==> src/rtl/ps2_host_tx.sv <==
// PS/2 host-to-device transmitter: runs the inhibit/request handshake, then shifts
// one command byte out on the device's clock and checks the device's acknowledge bit.
module ps2_host_tx #(
    parameter int INHIBIT_CYCLES = 12000,
    parameter int REQ_CYCLES     = 100,
    parameter int FILTER_LEN     = 8,
    parameter int TIMEOUT_CYCLES = 2000000
) (
    input  logic       clk,
    input  logic       rstn,
    input  logic       PS2_clk,
    input  logic       PS2_data,
    output logic       ps2_clk_oe,
    output logic       ps2_data_oe,
    input  logic [7:0] tx_data,
    input  logic       tx_valid,
    output logic       tx_ready,
    output logic       busy,
    output logic       done,
    output logic       err
);

    localparam int CNT_MAX = (INHIBIT_CYCLES > REQ_CYCLES) ? INHIBIT_CYCLES : REQ_CYCLES;
    localparam int CW      = $clog2(CNT_MAX + 1);
    localparam int TW      = $clog2(TIMEOUT_CYCLES + 1);
    localparam int FW      = $clog2(FILTER_LEN + 1);

    localparam logic [CW-1:0] INHIBIT_LAST = CW'(INHIBIT_CYCLES - 1);
    localparam logic [CW-1:0] REQ_LAST     = CW'(REQ_CYCLES - 1);
    localparam logic [TW-1:0] TIMEOUT_LAST = TW'(TIMEOUT_CYCLES - 1);
    localparam logic [FW-1:0] FILTER_LAST  = FW'(FILTER_LEN - 1);

    typedef enum logic [2:0] {
        S_IDLE,
        S_INHIBIT,
        S_REQ,
        S_SEND,
        S_ACK,
        S_WAIT_IDLE,
        S_DONE,
        S_FAIL
    } state_t;

    state_t        state_q, state_d;
    logic [1:0]    clk_sync_q, clk_sync_d;
    logic [1:0]    data_sync_q, data_sync_d;
    logic          filt_q, filt_d;
    logic [FW-1:0] filt_cnt_q, filt_cnt_d;
    logic          fall_q, fall_d;
    logic [9:0]    frame_q, frame_d;
    logic [CW-1:0] cnt_q, cnt_d;
    logic [TW-1:0] to_cnt_q, to_cnt_d;
    logic [3:0]    bit_cnt_q, bit_cnt_d;
    logic          clk_oe_q, clk_oe_d;
    logic          data_oe_q, data_oe_d;
    logic          busy_q, busy_d;
    logic          tx_ready_q, tx_ready_d;
    logic          done_q, done_d;
    logic          err_q, err_d;

    // The filtered clock only flips after FILTER_LEN consecutive samples disagree with it.
    always_comb begin
        clk_sync_d  = {clk_sync_q[0], PS2_clk};
        data_sync_d = {data_sync_q[0], PS2_data};
        filt_d      = filt_q;
        filt_cnt_d  = '0;
        if (clk_sync_q[1] != filt_q) begin
            if (filt_cnt_q == FILTER_LAST) begin
                filt_d = clk_sync_q[1];
            end else begin
                filt_cnt_d = filt_cnt_q + 1'b1;
            end
        end
        fall_d = filt_q & ~filt_d;
    end

    always_comb begin
        state_d   = state_q;
        frame_d   = frame_q;
        cnt_d     = cnt_q;
        to_cnt_d  = to_cnt_q;
        bit_cnt_d = bit_cnt_q;
        data_oe_d = data_oe_q;

        case (state_q)
            S_IDLE: begin
                if (tx_valid && tx_ready_q) begin
                    frame_d   = {1'b1, ~^tx_data, tx_data};
                    cnt_d     = '0;
                    to_cnt_d  = '0;
                    bit_cnt_d = '0;
                    state_d   = S_INHIBIT;
                end
            end
            S_INHIBIT: begin
                cnt_d = cnt_q + 1'b1;
                if (cnt_q == INHIBIT_LAST) begin
                    cnt_d     = '0;
                    data_oe_d = 1'b1;
                    state_d   = S_REQ;
                end
            end
            S_REQ: begin
                cnt_d = cnt_q + 1'b1;
                if (cnt_q == REQ_LAST) begin
                    cnt_d    = '0;
                    to_cnt_d = '0;
                    state_d  = S_SEND;
                end
            end
            S_SEND: begin
                to_cnt_d = to_cnt_q + 1'b1;
                if (fall_q) begin
                    data_oe_d = ~frame_q[0];
                    frame_d   = {1'b1, frame_q[9:1]};
                    bit_cnt_d = bit_cnt_q + 1'b1;
                    if (bit_cnt_q == 4'd9) begin
                        state_d = S_ACK;
                    end
                end
            end
            S_ACK: begin
                to_cnt_d = to_cnt_q + 1'b1;
                if (fall_q) begin
                    state_d = data_sync_q[1] ? S_FAIL : S_WAIT_IDLE;
                end
            end
            S_WAIT_IDLE: begin
                to_cnt_d = to_cnt_q + 1'b1;
                if (filt_q && data_sync_q[1]) begin
                    state_d = S_DONE;
                end
            end
            S_DONE:  state_d = S_IDLE;
            S_FAIL:  state_d = S_IDLE;
            default: state_d = S_IDLE;
        endcase

        // A device that stops clocking must not hang the host forever.
        if ((state_q == S_SEND || state_q == S_ACK || state_q == S_WAIT_IDLE) &&
            to_cnt_q == TIMEOUT_LAST) begin
            state_d = S_FAIL;
        end

        if (!(state_d == S_REQ || state_d == S_SEND || state_d == S_ACK ||
              state_d == S_WAIT_IDLE)) begin
            data_oe_d = 1'b0;
        end

        clk_oe_d   = (state_d == S_INHIBIT) || (state_d == S_REQ);
        busy_d     = (state_d != S_IDLE);
        tx_ready_d = (state_d == S_IDLE);
        done_d     = (state_d == S_DONE);
        err_d      = (state_d == S_FAIL);
    end

    always_ff @(posedge clk or negedge rstn) begin
        if (!rstn) begin
            state_q     <= S_IDLE;
            clk_sync_q  <= 2'b11;
            data_sync_q <= 2'b11;
            filt_q      <= 1'b1;
            filt_cnt_q  <= '0;
            fall_q      <= 1'b0;
            frame_q     <= 10'h3FF;
            cnt_q       <= '0;
            to_cnt_q    <= '0;
            bit_cnt_q   <= '0;
            clk_oe_q    <= 1'b0;
            data_oe_q   <= 1'b0;
            busy_q      <= 1'b0;
            tx_ready_q  <= 1'b1;
            done_q      <= 1'b0;
            err_q       <= 1'b0;
        end else begin
            state_q     <= state_d;
            clk_sync_q  <= clk_sync_d;
            data_sync_q <= data_sync_d;
            filt_q      <= filt_d;
            filt_cnt_q  <= filt_cnt_d;
            fall_q      <= fall_d;
            frame_q     <= frame_d;
            cnt_q       <= cnt_d;
            to_cnt_q    <= to_cnt_d;
            bit_cnt_q   <= bit_cnt_d;
            clk_oe_q    <= clk_oe_d;
            data_oe_q   <= data_oe_d;
            busy_q      <= busy_d;
            tx_ready_q  <= tx_ready_d;
            done_q      <= done_d;
            err_q       <= err_d;
        end
    end

    assign ps2_clk_oe  = clk_oe_q;
    assign ps2_data_oe = data_oe_q;
    assign busy        = busy_q;
    assign tx_ready    = tx_ready_q;
    assign done        = done_q;
    assign err         = err_q;

endmodule

==> config.mk <==
export PLATFORM = sky130hd
export DESIGN_NAME = ps2_host_tx
export DESIGN_NICKNAME = d
export VERILOG_FILES = /design/src/rtl/ps2_host_tx.sv
export SDC_FILE = /design/constraint.sdc
export NUM_CORES = 1
export LEC_CHECK = 0
export BUFFER_PORTS_ARGS = -buffer_cell sky130_fd_sc_hd__buf_2
export CELL_PAD_IN_SITES_DETAIL_PLACEMENT = 2
export CELL_PAD_IN_SITES_GLOBAL_PLACEMENT = 2
export CORE_MARGIN = 8
export CORE_UTILIZATION = 43
export CTS_BUF_LIST = sky130_fd_sc_hd__clkbuf_4
export DETAILED_ROUTE_END_ITERATION = 10
export PLACE_DENSITY_LB_ADDON = 0.12
export REMOVE_ABC_BUFFERS = 1
export SETUP_SLACK_MARGIN = 0.05
export SYNTH_ARGS = -nofsm -noshare
export SYNTH_HDL_FRONTEND = slang
export SYNTH_SLANG_ARGS = --single-unit
==> constraint.sdc <==
create_clock -name clk -period 6.99 [get_ports clk]
set_input_delay 2.097 -clock clk [delete_from_list [all_inputs] [get_ports clk]]
set_output_delay 2.097 -clock clk [all_outputs]
set_load 0.03 [all_outputs]
==> flow_summary.html, run 1 <==
<table>
<tr><th>Metric</th><th>Value</th></tr>
<tr><th colspan="2">STA</th></tr>
<tr><td>Endpoints failing hold</td><td>0</td></tr>
<tr><td>Final number of max-transition violations</td><td>0</td></tr>
<tr><td>Final setup margin</td><td>3.348 ns</td></tr>
<tr><td>Unrepaired setup endpoints after global routing</td><td>no</td></tr>
<tr><td># setup viols final</td><td>0</td></tr>
<tr><td>Fin Hold WS</td><td>between 0.3 and 0.4 ns</td></tr>
<tr><td>Maximum operating frequency</td><td>274.6 MHz</td></tr>
<tr><td>Final critical-path share of the clock period</td><td>0.5210</td></tr>
<tr><td>Final-layout setup total negative slack</td><td>0 ns</td></tr>
<tr><td>Largest clock skew in the final design</td><td>roughly 0.023 ns</td></tr>
<tr><td>Tmin final</td><td>3.642 ns</td></tr>
<tr><td>Relative slew margins</td><td>0.3304</td></tr>
<tr><td>Slew of the pin with the lowest slew margin</td><td>0.9952 ns</td></tr>
<tr><th colspan="2">Global routing</th></tr>
<tr><td>Largest net degree at the start of global routing</td><td>~70</td></tr>
<tr><td>Initial antenna violation count</td><td>1</td></tr>
<tr><td>Vias in the first global route</td><td>3,254</td></tr>
<tr><td>Total global routing track utilization</td><td>0.1794</td></tr>
<tr><td>Remaining global-route overflow</td><td>0</td></tr>
<tr><td>Wire length of the first global-routing pass</td><td>16,430 um</td></tr>
<tr><th colspan="2">Critical path</th></tr>
<tr><td>Kind of start point of the critical path</td><td>input pin</td></tr>
<tr><td>CP arrival</td><td>between 3 and 4 ns</td></tr>
<tr><td>CP Buf/Inv Count</td><td>1</td></tr>
<tr><td>Maximum fanout count along the critical path</td><td>19</td></tr>
<tr><td>Worst Setup End Kind</td><td>register</td></tr>
<tr><td>Worst reg2reg path depth</td><td>6</td></tr>
<tr><td>Top cell family by delay on the critical path</td><td>simple AND/OR/NAND/NOR gates</td></tr>
<tr><td>Cells along the critical path</td><td>buf_2, nand2_1, nor4_1, nand2b_1, nor2_1, a31oi_1</td></tr>
<tr><td>Slowest cell delay on critical path</td><td>0.77 ns</td></tr>
<tr><td>End of the worst register-to-register path</td><td>err</td></tr>
<tr><td>Slowest CP cell</td><td>nor4_1</td></tr>
<tr><td>R2r setup slk</td><td>about 4.0 ns</td></tr>
<tr><td>Category of the most critical setup path</td><td>input pin to register</td></tr>
<tr><td>Reg-to-Reg Start</td><td>state_q[1]</td></tr>
<tr><td>WP data required</td><td>between 7 and 8 ns</td></tr>
<tr><th colspan="2">Place</th></tr>
<tr><td>HPWL after DPL</td><td>between 6000 and 7000 um</td></tr>
<tr><td>Setup slack at placement</td><td>3.014 ns</td></tr>
<tr><td>Port Buffers</td><td>18</td></tr>
<tr><td>Global placement routability congestion</td><td>~0.77</td></tr>
<tr><th colspan="2">Synthesis</th></tr>
<tr><td>Post-synthesis share of cell area spent on full adders, half adders and majority gates</td><td>0.01784</td></tr>
<tr><td>Count of yosys warnings during synthesis</td><td>0</td></tr>
<tr><td>Post-Synthesis Cell Area</td><td>3506 um^2</td></tr>
<tr><td>Simple-gate share of the synthesized area</td><td>0.2780</td></tr>
<tr><td>Count of unique library cells instantiated by Yosys</td><td>56</td></tr>
<tr><td>Share of synthesized area occupied by flip-flops and latches</td><td>0.4836</td></tr>
<tr><td>XOR/XNOR share of the synthesized area</td><td>0.04996</td></tr>
<tr><td>Share of synthesized registers carrying an async set or reset</td><td>1.000</td></tr>
<tr><td>Flops &amp; latches, synth</td><td>67</td></tr>
<tr><td>Dominant register cell in the synthesized netlist</td><td>dfrtp_1</td></tr>
<tr><td>Mean cell area of the mapped netlist</td><td>just over 9 um^2</td></tr>
<tr><td>Compound-Gate Fraction of Synth Area</td><td>0.1320</td></tr>
<tr><td>Number of enable-type register cells in the synthesized netlist</td><td>0</td></tr>
<tr><td>Combinational family with the most area after synthesis</td><td>simple AND/OR/NAND/NOR gates</td></tr>
<tr><td>Gate Count Post-Synth</td><td>roughly 380</td></tr>
<tr><td>Multiplexer share of the synthesized area</td><td>0.01249</td></tr>
<tr><th colspan="2">Hold path</th></tr>
<tr><td>Worst hold path startpoint</td><td>clk_sync_q[0]</td></tr>
<tr><td>HP Class</td><td>register to register</td></tr>
<tr><td>End point of the most critical hold path</td><td>clk_sync_q[1]</td></tr>
<tr><td>Number of cells on the worst hold path</td><td>0</td></tr>
<tr><th colspan="2">Status</th></tr>
<tr><td>Status</td><td>finished clean</td></tr>
<tr><th colspan="2">Power</th></tr>
<tr><td>Internal power of the cells</td><td>around 0.7 mW</td></tr>
<tr><td>Clock share of power</td><td>0.247</td></tr>
<tr><td>Switching power total</td><td>approximately 0.37 mW</td></tr>
<tr><td>Power per cell area</td><td>about 280 nW/um^2</td></tr>
<tr><td>Sw frac</td><td>0.3484</td></tr>
<tr><td>Sequential Power Share</td><td>0.550</td></tr>
<tr><td>VDD IR-drop max</td><td>about 0.14 mV</td></tr>
<tr><td>Logic gate share of total power</td><td>0.204</td></tr>
<tr><td>Standby leakage power</td><td>approximately 1.6 nW</td></tr>
<tr><th colspan="2">Finish</th></tr>
<tr><td>Fill cell total of the finished layout</td><td>910</td></tr>
<tr><td>Commonest non-fill, non-tap cell in the layout</td><td>nand2_1</td></tr>
<tr><td>Final design utilization</td><td>0.4733</td></tr>
<tr><td>Final layout net count</td><td>roughly 420</td></tr>
<tr><td>Leading cell types in the layout, fill and taps excluded</td><td>nand2_1 (53), dfrtp_1 (52), nor2_1 (41)</td></tr>
<tr><td>Growth of design area from synthesis to finish</td><td>8.708%</td></tr>
<tr><td>Share of final-layout standard cells stronger than drive strength 1</td><td>0.1638</td></tr>
<tr><th colspan="2">Floorplan</th></tr>
<tr><td>Die W</td><td>between 100 and 150 um</td></tr>
<tr><td>Count of standard-cell rows</td><td>33</td></tr>
<tr><td>Core area</td><td>about 8100 um^2</td></tr>
<tr><td>Top-Level Pins</td><td>19</td></tr>
<tr><td>Initial cell density of the core</td><td>0.4354</td></tr>
<tr><td>Area of the die</td><td>11,300 um^2</td></tr>
<tr><td>Y dimension of the die</td><td>approximately 110 um</td></tr>
<tr><th colspan="2">Drt</th></tr>
<tr><td>Detailed-route wire length per cell</td><td>between 15 and 20 um</td></tr>
<tr><td>Total routed wirelength</td><td>9325 um</td></tr>
<tr><td>Routed via count</td><td>roughly 2,900</td></tr>
<tr><td>DR iter-0 viols</td><td>66</td></tr>
<tr><td>Number of optimization iterations in the first detailed-route pass</td><td>4</td></tr>
<tr><td>Average vias per placed instance</td><td>approximately 5.7</td></tr>
<tr><td>DRT antenna net count</td><td>0</td></tr>
<tr><td>Remaining design rule violation count</td><td>0</td></tr>
<tr><th colspan="2">Clock network</th></tr>
<tr><td>TritonCTS buffer count</td><td>9</td></tr>
<tr><td>Setup repair bufs after CTS</td><td>0</td></tr>
<tr><td>Clock transition at path regs</td><td>approximately 0.12 ns</td></tr>
<tr><td>CTS Sinks</td><td>67</td></tr>
<tr><td>Source-to-sink clock delay at the later pin of the worst-skew pair</td><td>roughly 0.42 ns</td></tr>
<tr><td>Hold bufs inserted after CTS</td><td>0</td></tr>
<tr><td>Quantity of gates resized following cts</td><td>0</td></tr>
<tr><td>Maximum buffer depth of the clock tree</td><td>2</td></tr>
<tr><td>Clock root cell</td><td>clkbuf_4</td></tr>
<tr><td>Clock tree from TritonCTS</td><td>yes</td></tr>
<tr><td>Level count of the clock H-tree</td><td>3</td></tr>
<tr><th colspan="2">Flow run</th></tr>
<tr><td>Max-capacitance violation count</td><td>0</td></tr>
</table>
sequential cells by signal, indices dropped and copies added (netlist names), 2 cells and up:
register / cells
to_cnt_q: 21
cnt_q: 14
frame_q: 9
bit_cnt_q: 4
filt_cnt_q: 4
state_q: 3
clk_sync_q: 2
data_sync_q: 2
final cells by class:
| type | instances | area, um^2 | area share |
|---|---|---|---|
| Clock inverter | 7 | 67.56 | 0.01773 |
| Tap cell | 105 | 131.4 | 0.03447 |
| Multi-Input combinational cell | 295 | 1719 | 0.4511 |
| Timing Repair Buffer | 21 | 112.6 | 0.02955 |
| Inverter | 4 | 15.01 | 0.003940 |
| Clock buffer | 9 | 67.56 | 0.01773 |
| Antenna cell | 1 | 2.502 | 0.0006566 |
| Sequential cell | 67 | 1695 | 0.4448 |
layer usage:
layer  up-vias  global-route usage  routed length (um)
li1       1389                   -                   -
met1      1475              0.2129                4238
met2        27              0.3128                4781
met3         8             0.03993                 215
met4         0             0.06131                  89
met5         -                   0                   0
worst register-to-register path: cells and delay by family, from the launching register on:
kind | cells | cell delay [ns]
AOI/OAI and AO/OA | 1 | 0.16
and+or+nand+nor | 5 | 2.15
DFF | 1 | 0.63
power by group through the flow:
stage                     clock [mW]  sequential [mW]  combinational (mW)
after floorplan                    0            0.572               0.147
after global placement             0            0.587               0.203
after detailed placement           0            0.594               0.222
after CTS                      0.270            0.587               0.223
after global routing           0.284            0.603               0.249
final                          0.263            0.586               0.217
metrics by stage:
step / std cells / power, mW / instance area [um^2]
finish: 509 / 1.066 / 3811
global route: 509 / 1.136 / 3811
CTS: 508 / 1.080 / 3809
detailed placement: 492 / 0.8162 / 3674
global placement: 492 / 0.7892 / 3674
floorplan: 366 / 0.7191 / 3430
cells by family after synthesis:
group                      after synthesis
adders and majority gates                5
muxes                                    4
and+or+nand+nor                        187
xor gates and xnor gates                20
buffers and inverters                   19
DFF                                     67
AOI/OAI and AO/OA                       79
Yosys cell counts, types with 3 or more instances:
cell type   n  area share
and4b_1     3      0.0086
nor4_1      6       0.011
nand2_1    53       0.057
a31oi_1    17       0.030
nor2_1     41       0.044
a21oi_1    12       0.017
o21ai_0    33       0.047
dfrtp_1    52        0.37
xnor2_1    15       0.037
xor2_1      5       0.012
nand3b_1    3      0.0064
dfstp_2    15        0.11
o31ai_1     6       0.013
buf_2       7       0.010
mux2_2      3      0.0096
and2_1      5      0.0089
clkbuf_1    6      0.0064
nand3_1    16       0.023
nor3_1     13       0.019
ha_1        5       0.018
and3_1      9       0.016
nand4_1     7       0.012
inv_1       3      0.0032
nor2b_1     4      0.0071
nand2b_1    3      0.0054
how the worst max path moves through the flow:
stage,startpoint,endpoint,cells after the start
finish,tx_valid,frame_q[2],6
floorplan,tx_valid,to_cnt_q[19],6
CTS,tx_valid,frame_q[2],6
detailed placement,tx_valid,frame_q[2],6
global route,tx_valid,frame_q[2],6
global placement,tx_valid,bit_cnt_q[1],5
Note: power is estimated with default switching activity, not from simulation.
==> inputs of run 2 (changes only) <==
--- a/config.mk
+++ b/config.mk
@@ -5,11 +5,12 @@
 export SDC_FILE = /design/constraint.sdc
 export NUM_CORES = 1
 export LEC_CHECK = 0
+export ABC_AREA = 1
 export BUFFER_PORTS_ARGS = -buffer_cell sky130_fd_sc_hd__buf_2
 export CELL_PAD_IN_SITES_DETAIL_PLACEMENT = 2
 export CELL_PAD_IN_SITES_GLOBAL_PLACEMENT = 2
 export CORE_MARGIN = 8
-export CORE_UTILIZATION = 43
+export CORE_UTILIZATION = 38
 export CTS_BUF_LIST = sky130_fd_sc_hd__clkbuf_4
 export DETAILED_ROUTE_END_ITERATION = 10
 export PLACE_DENSITY_LB_ADDON = 0.12
==> constraint.sdc (replaced) <==
create_clock -name clk -period 3.45 [get_ports clk]
set_input_delay 1.035 -clock clk [delete_from_list [all_inputs] [get_ports clk]]
set_output_delay 1.035 -clock clk [all_outputs]
set_load 0.03 [all_outputs]
==> run 2 against run 1 <==
  * Worst setup slack worse by 2.2 ns
  * Routed wire length grew 19%
  * Critical path depth up 1
  * Sequential share of layout area shrank 4.2 points
  * Clock skew increased by 0.0043 ns
  * Count of clock-buffer cells in the layout increased by 1
  * Largest cell class unchanged
  * First-iteration DRC count increased by 50%
  * Non-clock buffer count unchanged
  * Register-to-register slack lost 2.9 ns
  * Combinational power down 57%
  * Clock power is 73% higher
  * Via count increased by 16%
==> flow_summary.html, run 2 <==
<table>
<tr><th>Metric</th><th>Value</th></tr>
<tr><th colspan="2">Status</th></tr>
<tr><td>Status</td><td>finished clean</td></tr>
<tr><th colspan="2">Global routing</th></tr>
<tr><td>Wire length of the first global-routing pass</td><td>between 15,000 and 20,000 um</td></tr>
<tr><td>Largest net degree at the start of global routing</td><td>31</td></tr>
<tr><td>GRT met3 Usage</td><td>0.03848</td></tr>
<tr><td>Remaining global-route overflow</td><td>0</td></tr>
<tr><td>Initial antenna violation count</td><td>0</td></tr>
<tr><td>Routing layer with the top usage in global route</td><td>met2</td></tr>
<tr><td>Met2 GRT Util</td><td>0.3241</td></tr>
<tr><td>Total global routing track utilization</td><td>0.1815</td></tr>
<tr><td>Vias in the first global route</td><td>around 3,800</td></tr>
<tr><td>Met1 routing resource usage after global routing</td><td>0.2088</td></tr>
<tr><th colspan="2">Synthesis</th></tr>
<tr><td>Flops &amp; latches, synth</td><td>67</td></tr>
<tr><td>Dominant register cell in the synthesized netlist</td><td>dfrtp_1</td></tr>
<tr><td>Top cell type's share of synthesized area</td><td>0.3345</td></tr>
<tr><td>Gate Count Post-Synth</td><td>500</td></tr>
<tr><td>Largest cells by area after synthesis</td><td>dfrtp_1 (33%), nand2_1 (12%), dfstp_2 (10%)</td></tr>
<tr><td>Mean cell area of the mapped netlist</td><td>7.780 um^2</td></tr>
<tr><td>Count of yosys warnings during synthesis</td><td>0</td></tr>
<tr><td>Share of synthesized area occupied by flip-flops and latches</td><td>0.4358</td></tr>
<tr><td>Post-Synthesis Cell Area</td><td>3890 um^2</td></tr>
<tr><td>Count of unique library cells instantiated by Yosys</td><td>40</td></tr>
<tr><td>Count leader, synth</td><td>nand2_1</td></tr>
<tr><td>Share of synthesized registers carrying an async set or reset</td><td>1.000</td></tr>
<tr><td>Top cells by instance count after synthesis</td><td>nand2_1 (128), nor2_1 (67), dfrtp_1 (52)</td></tr>
<tr><td>Number of enable-type register cells in the synthesized netlist</td><td>0</td></tr>
<tr><td>Yosys top cell by area</td><td>dfrtp_1</td></tr>
<tr><th colspan="2">Power</th></tr>
<tr><td>VDD IR-drop max</td><td>0.1696 mV</td></tr>
<tr><td>Standby leakage power</td><td>about 2.2 nW</td></tr>
<tr><td>Power per cell area</td><td>329.4 nW/um^2</td></tr>
<tr><th colspan="2">STA</th></tr>
<tr><td>Endpoints failing hold</td><td>0</td></tr>
<tr><td>Unrepaired setup endpoints after global routing</td><td>no</td></tr>
<tr><td>Largest clock skew in the final design</td><td>0.02700 ns</td></tr>
<tr><td>Tmin final</td><td>roughly 2.3 ns</td></tr>
<tr><td>Relative slew margins</td><td>0.5874</td></tr>
<tr><td>Slew of the pin with the lowest slew margin</td><td>roughly 0.62 ns</td></tr>
<tr><td>Final number of max-transition violations</td><td>0</td></tr>
<tr><td>Maximum operating frequency</td><td>between 400 and 500 MHz</td></tr>
<tr><td>Fin Hold WS</td><td>0.3600 ns</td></tr>
<tr><td># setup viols final</td><td>0</td></tr>
<tr><td>Final critical-path share of the clock period</td><td>0.6698</td></tr>
<tr><td>Final-layout setup total negative slack</td><td>0 ns</td></tr>
<tr><th colspan="2">Finish</th></tr>
<tr><td>Leading cell types in the layout, fill and taps excluded</td><td>nand2_1 (128), nor2_1 (67), dfrtp_1 (52)</td></tr>
<tr><td>Growth of design area from synthesis to finish</td><td>8.298%</td></tr>
<tr><td>Leading registers by flop count</td><td>to_cnt_q: 21 flops, cnt_q: 14 flops, frame_q: 9 flops</td></tr>
<tr><td>Final layout net count</td><td>542</td></tr>
<tr><td>Combined area of the multi-input logic cells</td><td>1902 um^2</td></tr>
<tr><td>Commonest non-fill, non-tap cell in the layout</td><td>nand2_1</td></tr>
<tr><td>Final design area excluding fillers</td><td>between 4000 and 5000 um^2</td></tr>
<tr><td>Fill cell total of the finished layout</td><td>between 1,000 and 1,500</td></tr>
<tr><td>Share of final-layout standard cells stronger than drive strength 1</td><td>0.1758</td></tr>
<tr><td>FF/Latch Area</td><td>~1700 um^2</td></tr>
<tr><td>Non-filler cells in the finished layout</td><td>around 670</td></tr>
<tr><td>Max FFs per register</td><td>21</td></tr>
<tr><td>Diode insertion count for antenna repair</td><td>0</td></tr>
<tr><td>Top reg by flops</td><td>to_cnt_q</td></tr>
<tr><th colspan="2">Hold path</th></tr>
<tr><td>End point of the most critical hold path</td><td>data_sync_q[1]</td></tr>
<tr><td>Number of cells on the worst hold path</td><td>0</td></tr>
<tr><td>HP Class</td><td>register to register</td></tr>
<tr><td>Worst hold path startpoint</td><td>data_sync_q[0]</td></tr>
<tr><th colspan="2">Clock network</th></tr>
<tr><td>TritonCTS buffer count</td><td>9</td></tr>
<tr><td>Clock transition at path regs</td><td>about 0.12 ns</td></tr>
<tr><td>Hold bufs inserted after CTS</td><td>0</td></tr>
<tr><td>CTS Sinks</td><td>between 60 and 70</td></tr>
<tr><td>Source-to-sink clock delay at the later pin of the worst-skew pair</td><td>0.45 ns</td></tr>
<tr><td>Clock tree from TritonCTS</td><td>yes</td></tr>
<tr><td>Clock root cell</td><td>clkbuf_4</td></tr>
<tr><td>Setup repair bufs after CTS</td><td>0</td></tr>
<tr><td>Maximum buffer depth of the clock tree</td><td>2</td></tr>
<tr><td>Quantity of gates resized following cts</td><td>0</td></tr>
<tr><td>Level count of the clock H-tree</td><td>3</td></tr>
<tr><th colspan="2">Floorplan</th></tr>
<tr><td>Initial cell density of the core</td><td>0.3837</td></tr>
<tr><td>Core area</td><td>approximately 10,000 um^2</td></tr>
<tr><td>Die W</td><td>approximately 120 um</td></tr>
<tr><td>Count of standard-cell rows</td><td>37</td></tr>
<tr><td>Top-Level Pins</td><td>19</td></tr>
<tr><td>Y dimension of the die</td><td>around 120 um</td></tr>
<tr><td>Area of the die</td><td>approximately 14,000 um^2</td></tr>
<tr><th colspan="2">Drt</th></tr>
<tr><td>Total routed wirelength</td><td>approximately 11,000 um</td></tr>
<tr><td>Number of optimization iterations in the first detailed-route pass</td><td>4</td></tr>
<tr><td>DRT antenna net count</td><td>0</td></tr>
<tr><td>Remaining design rule violation count</td><td>0</td></tr>
<tr><td>DR iter-0 viols</td><td>99</td></tr>
<tr><td>Routed via count</td><td>approximately 3,400</td></tr>
<tr><td>Detailed-route wire length per cell</td><td>about 17 um</td></tr>
<tr><td>Average vias per placed instance</td><td>5.053</td></tr>
<tr><th colspan="2">Place</th></tr>
<tr><td>Area of placed instances</td><td>roughly 4100 um^2</td></tr>
<tr><td>HPWL after DPL</td><td>8648 um</td></tr>
<tr><td>Global placement routability congestion</td><td>slightly below 0.8</td></tr>
<tr><td>Cell count after placement</td><td>649</td></tr>
<tr><td>Port Buffers</td><td>18</td></tr>
<tr><th colspan="2">Critical path</th></tr>
<tr><td>CP arrival</td><td>between 2 and 3 ns</td></tr>
<tr><td>Slowest CP cell</td><td>dfrtp_1</td></tr>
<tr><td>Cells along the critical path</td><td>nand2_2, nor2_4, nand2_1, nand2_1, nand2_1, xor2_1, nor2_1</td></tr>
<tr><td>CP Buf/Inv Count</td><td>0</td></tr>
<tr><td>End of the worst register-to-register path</td><td>bit_cnt_q[2]</td></tr>
<tr><td>Top cell family by delay on the critical path</td><td>simple AND/OR/NAND/NOR gates</td></tr>
<tr><td>Kind of start point of the critical path</td><td>register</td></tr>
<tr><td>WP data required</td><td>~3.8 ns</td></tr>
<tr><td>Most frequent cell on the critical path</td><td>nand2_1</td></tr>
<tr><td>Worst Setup End Kind</td><td>register</td></tr>
<tr><td>Path length in cells of the critical path</td><td>7</td></tr>
<tr><td>Reg-to-Reg Start</td><td>state_q[1]</td></tr>
<tr><td>R2r setup slk</td><td>~1.1 ns</td></tr>
<tr><td>Worst reg2reg path depth</td><td>7</td></tr>
<tr><td>Category of the most critical setup path</td><td>register to register</td></tr>
<tr><td>Maximum fanout count along the critical path</td><td>20</td></tr>
<tr><td>Slowest cell delay on critical path</td><td>0.56 ns</td></tr>
<tr><th colspan="2">Flow run</th></tr>
<tr><td>Max-capacitance violation count</td><td>0</td></tr>
</table>
[run 2: layout make-up]
cell class / instances / area share
repair buffers: 21 / 0.02673
flip-flops and latches: 67 / 0.4024
multi-input cells: 365 / 0.4514
inverters: 60 / 0.05346
well taps: 136 / 0.04039
clock inverters: 6 / 0.007722
clock buffers: 10 / 0.01782
[run 2: worst max-delay path by stage]
stage | slack, ns | to | startpoint
after global placement | 1.00 | bit_cnt_q[2] | tx_valid
after detailed placement | 0.93 | bit_cnt_q[2] | tx_valid
after floorplan | 1.36 | bit_cnt_q[2] | tx_valid
after global routing | 0.93 | bit_cnt_q[2] | state_q[1]
final | 1.14 | bit_cnt_q[2] | state_q[1]
after CTS | 1.09 | bit_cnt_q[2] | state_q[1]
[run 2: stage by stage]
step / setup WS (ns) / util / total power [mW]
2_1_floorplan: 1.361 / - / 0.8992
3_3_place_gp: 1.004 / 0.4049 / 0.9416
3_5_place_dp: 0.9270 / 0.4049 / 0.9511
4_1_cts: 1.093 / 0.4155 / 1.412
5_1_grt: 0.9305 / 0.4155 / 1.459
6_report: 1.139 / 0.4155 / 1.388
[run 2: worst register-to-register path: cells and delay by family (launching register included)]
kind,cells,cell delay (ns)
and+or+nand+nor,6,1.47
xor gates and xnor gates,1,0.17
DFF,1,0.56
[run 2: layer usage]
layer | vias up | share of wire | routed length [um]
li1 | 1638 | - | -
met1 | 1691 | 0.43 | 4780
met2 | 19 | 0.53 | 5929
met3 | 12 | 0.022 | 246
met4 | 0 | 0.015 | 166
met5 | - | 0 | 0
[run 2: cell families (layout without fill, tap and decap cells)]
| logic type | Yosys count | in the layout | share of synthesized area |
|---|---|---|---|
| fa+ha+maj | 5 | 5 | 0.01608 |
| buf+inv | 68 | 97 | 0.07526 |
| mux | 1 | 1 | 0.002573 |
| xor+xnor | 24 | 24 | 0.05404 |
| simple gates | 283 | 283 | 0.3361 |
| compound gates | 52 | 52 | 0.08009 |
| flops | 67 | 67 | 0.4358 |
[run 2: power breakdown]
group	internal, mW	switching, mW	total [mW]
sequential	0.814	0.0258	0.840
clock	0.149	0.306	0.454
combinational	0.0359	0.0572	0.0931
total	0.999	0.389	1.39
